==> src/rtl/mux_pipeline_arbiter.sv <==
// mux_pipeline_arbiter: packet arbiter that holds sel per packet and drains a pipelined mux before switching owners.
// Define MUX_PIPELINE_ARBITER_PRIORITY_EN for fixed priority (highest index wins) instead of round-robin.
module mux_pipeline_arbiter #(
  parameter int INPUT_COUNT = 4,
  parameter int LATENCY = 2,
  parameter int IDX_W = $clog2(INPUT_COUNT)
) (
  input  logic                   clk,
  input  logic                   rst_n,
  input  logic [INPUT_COUNT-1:0] req,
  input  logic [INPUT_COUNT-1:0] last,
  output logic [INPUT_COUNT-1:0] grant,
  output logic [IDX_W-1:0]       sel,
  output logic                   beat,
  output logic                   out_valid,
  output logic [IDX_W-1:0]       out_index,
  output logic                   busy
);
  localparam int CNT_W = LATENCY > 1 ? $clog2(LATENCY) : 1;
  typedef enum logic [1:0] {IDLE, OWN, DRAIN} state_t;
  state_t state_q, state_d;
  logic [INPUT_COUNT-1:0] grant_q, grant_d;
  logic [IDX_W-1:0] sel_q, sel_d, ptr_q, ptr_d, win, idx;
  logic [CNT_W-1:0] cnt_q, cnt_d;
  logic pkt_end, arb, inflight;
  assign grant = grant_q;
  assign sel = sel_q;
  assign beat = |(req & grant_q);
  assign busy = (state_q != IDLE) || inflight;
  always_comb begin
    win = '0;
    idx = '0;
`ifdef MUX_PIPELINE_ARBITER_PRIORITY_EN
    for (int i = 0; i < INPUT_COUNT; i++) begin
      idx = IDX_W'(i);
      if (req[idx]) win = idx;
    end
`else
    // Scan from the pointer downward so the slot right after rr_ptr is written last and wins.
    for (int i = INPUT_COUNT; i >= 1; i--) begin
      idx = IDX_W'((int'(ptr_q) + i) % INPUT_COUNT);
      if (req[idx]) win = idx;
    end
`endif
  end
  always_comb begin
    state_d = state_q;
    grant_d = grant_q;
    sel_d = sel_q;
    ptr_d = ptr_q;
    cnt_d = cnt_q;
    pkt_end = beat && last[sel_q];
    // The last drain cycle arbitrates directly so the new grant lands LATENCY+1 cycles after the final beat.
    arb = (state_q == IDLE) || (state_q == DRAIN && cnt_q == '0) ||
          (pkt_end && (LATENCY == 0 || win == sel_q));
    if (arb) begin
      state_d = |req ? OWN : IDLE;
      grant_d = |req ? INPUT_COUNT'(1) << win : '0;
      sel_d = |req ? win : sel_q;
      ptr_d = |req ? win : ptr_q;
    end else if (pkt_end) begin
      state_d = DRAIN;
      grant_d = '0;
      cnt_d = CNT_W'(LATENCY - 1);
    end else if (state_q == DRAIN) begin
      cnt_d = cnt_q - 1'b1;
    end
  end
  always_ff @(posedge clk) begin
    if (!rst_n) begin
      state_q <= IDLE;
      grant_q <= '0;
      sel_q <= '0;
      ptr_q <= IDX_W'(INPUT_COUNT - 1);
      cnt_q <= '0;
    end else begin
      state_q <= state_d;
      grant_q <= grant_d;
      sel_q <= sel_d;
      ptr_q <= ptr_d;
      cnt_q <= cnt_d;
    end
  end
  generate
    if (LATENCY == 0) begin : g_comb
      assign out_valid = beat;
      assign out_index = sel_q;
      assign inflight = 1'b0;
    end else begin : g_pipe
      logic [LATENCY-1:0] v_q;
      logic [IDX_W-1:0] idx_q [LATENCY];
      always_ff @(posedge clk) begin
        if (!rst_n) begin
          v_q <= '0;
          for (int k = 0; k < LATENCY; k++) idx_q[k] <= '0;
        end else begin
          v_q[0] <= beat;
          idx_q[0] <= sel_q;
          for (int k = 1; k < LATENCY; k++) begin
            v_q[k] <= v_q[k-1];
            idx_q[k] <= idx_q[k-1];
          end
        end
      end
      assign out_valid = v_q[LATENCY-1];
      assign out_index = idx_q[LATENCY-1];
      assign inflight = |v_q;
    end
  endgenerate
endmodule

==> config.mk <==
export PLATFORM = sky130hd
export DESIGN_NAME = mux_pipeline_arbiter
export DESIGN_NICKNAME = d
export VERILOG_FILES = /design/src/rtl/mux_pipeline_arbiter.sv
export SDC_FILE = /design/constraint.sdc
export NUM_CORES = 1
export LEC_CHECK = 0
export CORE_UTILIZATION = 45
export DETAILED_ROUTE_END_ITERATION = 7
export PLACE_DENSITY = 0.75
export REMOVE_ABC_BUFFERS = 1
export SLEW_MARGIN = 5
export SYNTH_ARGS = -nofsm -noshare
export SYNTH_HDL_FRONTEND = slang
export SYNTH_SLANG_ARGS = --single-unit
==> constraint.sdc <==
create_clock -name clk -period 3.7 [get_ports clk]
set_input_delay 0.555 -clock clk [delete_from_list [all_inputs] [get_ports clk]]
set_output_delay 0.555 -clock clk [all_outputs]
set_load 0.1 [all_outputs]
==> results.sh <==
export IMPL_synth_top_family_by_area="compound AO/OA/AOI/OAI gates"
export IMPL_ys_flop_type="dfxtp_1"
export IMPL_grtUsageTotal_pct=20.4
export IMPL_gp_congestion=0.881
export IMPL_drive_gt1_share_pct=14.2
export IMPL_antenna_cells=0
export IMPL_nets=117
export IMPL_synth_simple_area_share_pct=23.9
export IMPL_fin_crit_ns=2.69
export IMPL_wl_per_cell_um=13.8
export IMPL_netlist_top_cells_area="dfxtp_1, and2_1, a21oi_1"
export IMPL_grt_pass1_vias=672
export IMPL_routed_top_layer="met4"
export IMPL_max_stage_delay_ns=0.98
export IMPL_ir_drop_mv=0.269
export IMPL_core_mm2=0.00171
export IMPL_path_delay_family="buffers and inverters"
export IMPL_rsz0062_at_grt="no"
export IMPL_ant_nets=0
export IMPL_yosys_warnings=0
export IMPL_cp_cell_sequence="or4_1 > clkdlybuf4s50_1"
export IMPL_cp_required_ns=3.14
export IMPL_synth_area_per_cell_um2=9.73
export IMPL_first_pass_iters=4
export IMPL_cp_end_kind="output pin"
export IMPL_fin_worst_skew_ns=0.00715
export IMPL_row_count=15
export IMPL_fin_tns_setup_ns=0
export IMPL_io_pins=21
export IMPL_cts_root_buffer="clkbuf_4"
export IMPL_maxSlewHeadroom_pct=35.4
export IMPL_clk_path_buf_depth=2
export IMPL_yosysSeqAreaShare_pct=41.7
export IMPL_overflow=0
export IMPL_synth_xor_area_share_pct=1.07
export IMPL_wl_met2_um=825
export IMPL_worst_pin_slew_ns=0.966
export IMPL_synth_compound_gate_area_share_pct=25.3
export IMPL_synth_cell_types=42
export IMPL_hpwl_um=1340
export IMPL_num_vias=715
export IMPL_cts_setup_buffers=0
export IMPL_path_buf_inv=1
export IMPL_grt_pass1_wl_um=2950
export IMPL_dieArea_mm2=0.00199
export IMPL_timing_rr_start="ptr_q[0]"
export IMPL_critPathMaxFanout=5
export IMPL_drv_cap=0
export IMPL_die_h_um=44.6
export IMPL_holdCritPathClass="reg -> reg"
export IMPL_antenna_found_initial=0
export IMPL_grt_max_degree=11
export IMPL_initial_core_util_pct=47.8
export IMPL_startpoint="state_q[0]"
export IMPL_cts_buffers=3
export IMPL_power_density_mw_per_mm2=514
export IMPL_route_met3_wl_um=112
export IMPL_yosys_register_bits=17
export IMPL_status="finished clean"
export IMPL_clock_sinks=17
export IMPL_post_cts_resized=0
export IMPL_synth_edf_count=0
export IMPL_startpoint_type="flip-flop"
export IMPL_die_width_um=44.6
export IMPL_cts_tree="yes"
export IMPL_synth_area_leader_cell="dfxtp_1"
export IMPL_drc=0
export IMPL_hold_violations=0
export IMPL_setup_viol=0
export IMPL_vias_per_cell=5.46
export IMPL_async_flop_share_pct=0
export IMPL_ctsHoldBuffers=0
export IMPL_htreeDepth=1
export IMPL_crit_arrival_ns=2.14
export IMPL_port_buffers=20
export IMPL_slew_violations=0
export IMPL_syn2layout_area_growth_pct=29.6
export IMPL_place_area_mm2=0.00103
export IMPL_max_freq_ghz=0.371
export IMPL_drt_wl_total_um=1810
export IMPL_synth_adder_area_share_pct=0
export IMPL_fin_hold_ws_ns=0.438
export IMPL_clk_pin_slew_ns=0.11
export IMPL_netlist_area_leader_share_pct=41.7
export IMPL_design_area_mm2=0.00106
export IMPL_synthCells=84
export IMPL_p_leak_nw=0.411
export IMPL_insertion_delay_ns=0.29
export IMPL_routedLengthMet1_um=859
export IMPL_path_class="reg -> out"
export IMPL_fin_crit_sh_pct=72.8
export IMPL_syn_area_um2=817
export IMPL_muxShareOfSynthArea_pct=4.44
export IMPL_drtIter0Drc=15
export IMPL_hp_start="g_pipe.idx_q[0][1]"
export IMPL_crit_slowest_cell="clkdlybuf4s50_1"
[stage by stage]
stage	power (mW)	instances	util [%]	setup WS, ns
after CTS	0.544	131	62.0	0.985
after floorplan	0.392	82	-	0.781
after detailed placement	0.447	127	60.4	1.00
after global placement	0.444	127	60.4	1.03
final	0.544	131	62.0	1.01
after global routing	0.565	131	62.0	0.954
[power by group]
| part | switching [mW] | total, mW | internal (mW) |
|---|---|---|---|
| logic | 0.158 | 0.225 | 0.0676 |
| registers | 0.0179 | 0.219 | 0.201 |
| clock network | 0.0599 | 0.100 | 0.0401 |
| total | 0.235 | 0.544 | 0.308 |
[placed cells by master, fill, tap and decap left out, drive strengths merged, types with 2 or more instances in the layout]
master,n
o211a,2
clkdlybuf4s50,19
inv,4
or4,2
o211ai,2
a32o,2
dfxtp,17
and3,2
o31ai,2
nand2b,2
a21oi,7
mux2,2
a22oi,2
and2,6
clkbuf,3
a22o,2
o21ai,4
nand2,4
nor2,4
nor2b,2
[kinds of logic (layout without fill, tap and decap cells)]
family	Yosys count	in the layout
XOR/XNOR	1	1
AND/OR/NAND/NOR	30	30
AO/OA/AOI/OAI	27	27
buffers and inverters	6	28
flip-flops	17	17
multiplexers	3	3
[path summary, 6_finish.rpt]
path	slack (ns)	cells after the start	endpoint
hold / removal	0.44	1	g_pipe.idx_q[0][3]
setup reg to reg	1.76	6	sel[1]
hold reg to reg	0.44	1	g_pipe.idx_q[0][3]
setup / recovery	1.01	2	busy
[area by class of cell]
cell class / instances / area (um2)
well taps: 25 / 31.3
clock buffers: 3 / 22.5
fillers: 144 / 649
clock inverters: 1 / 5.00
multi-input cells: 61 / 447
repair buffers: 20 / 198
flip-flops and latches: 17 / 340
inverters: 4 / 15.0
[state kept, by name, indices dropped and copies added, names as in the netlist]
| signal | cells |
|---|---|
| grant | 4 |
| sel | 2 |
| state_q | 2 |
| cnt_q | 1 |
| g_pipe.idx_q | 4 |
| g_pipe.v_q | 2 |
| ptr_q | 2 |
[worst register-to-register path, delay by kind of cell (launching register included)]
| family | cells | cell delay (ns) |
|---|---|---|
| muxes | 1 | 0.30 |
| AOI/OAI and AO/OA | 2 | 0.61 |
| DFF | 1 | 0.36 |
| xor gates and xnor gates | 1 | 0.26 |
| and+or+nand+nor | 2 | 0.31 |
[cells in the mapped netlist, types with 2 or more instances]
master    instances
a21oi_1           6
a22o_1            2
a22oi_1           2
a32o_1            2
and2_1            5
buf_4             2
dfxtp_1          17
inv_1             4
nand2_1           3
nand2b_1          2
nor2_1            4
o211a_1           2
o21ai_0           3
o31ai_1           2
[metal layers]
metal	up-vias	global-route usage, %
met4	0	10.9
li1	357	-
met2	33	32.4
met5	-	0
met3	2	2.86
met1	323	26.8
Power figures use the tool's default switching activity.
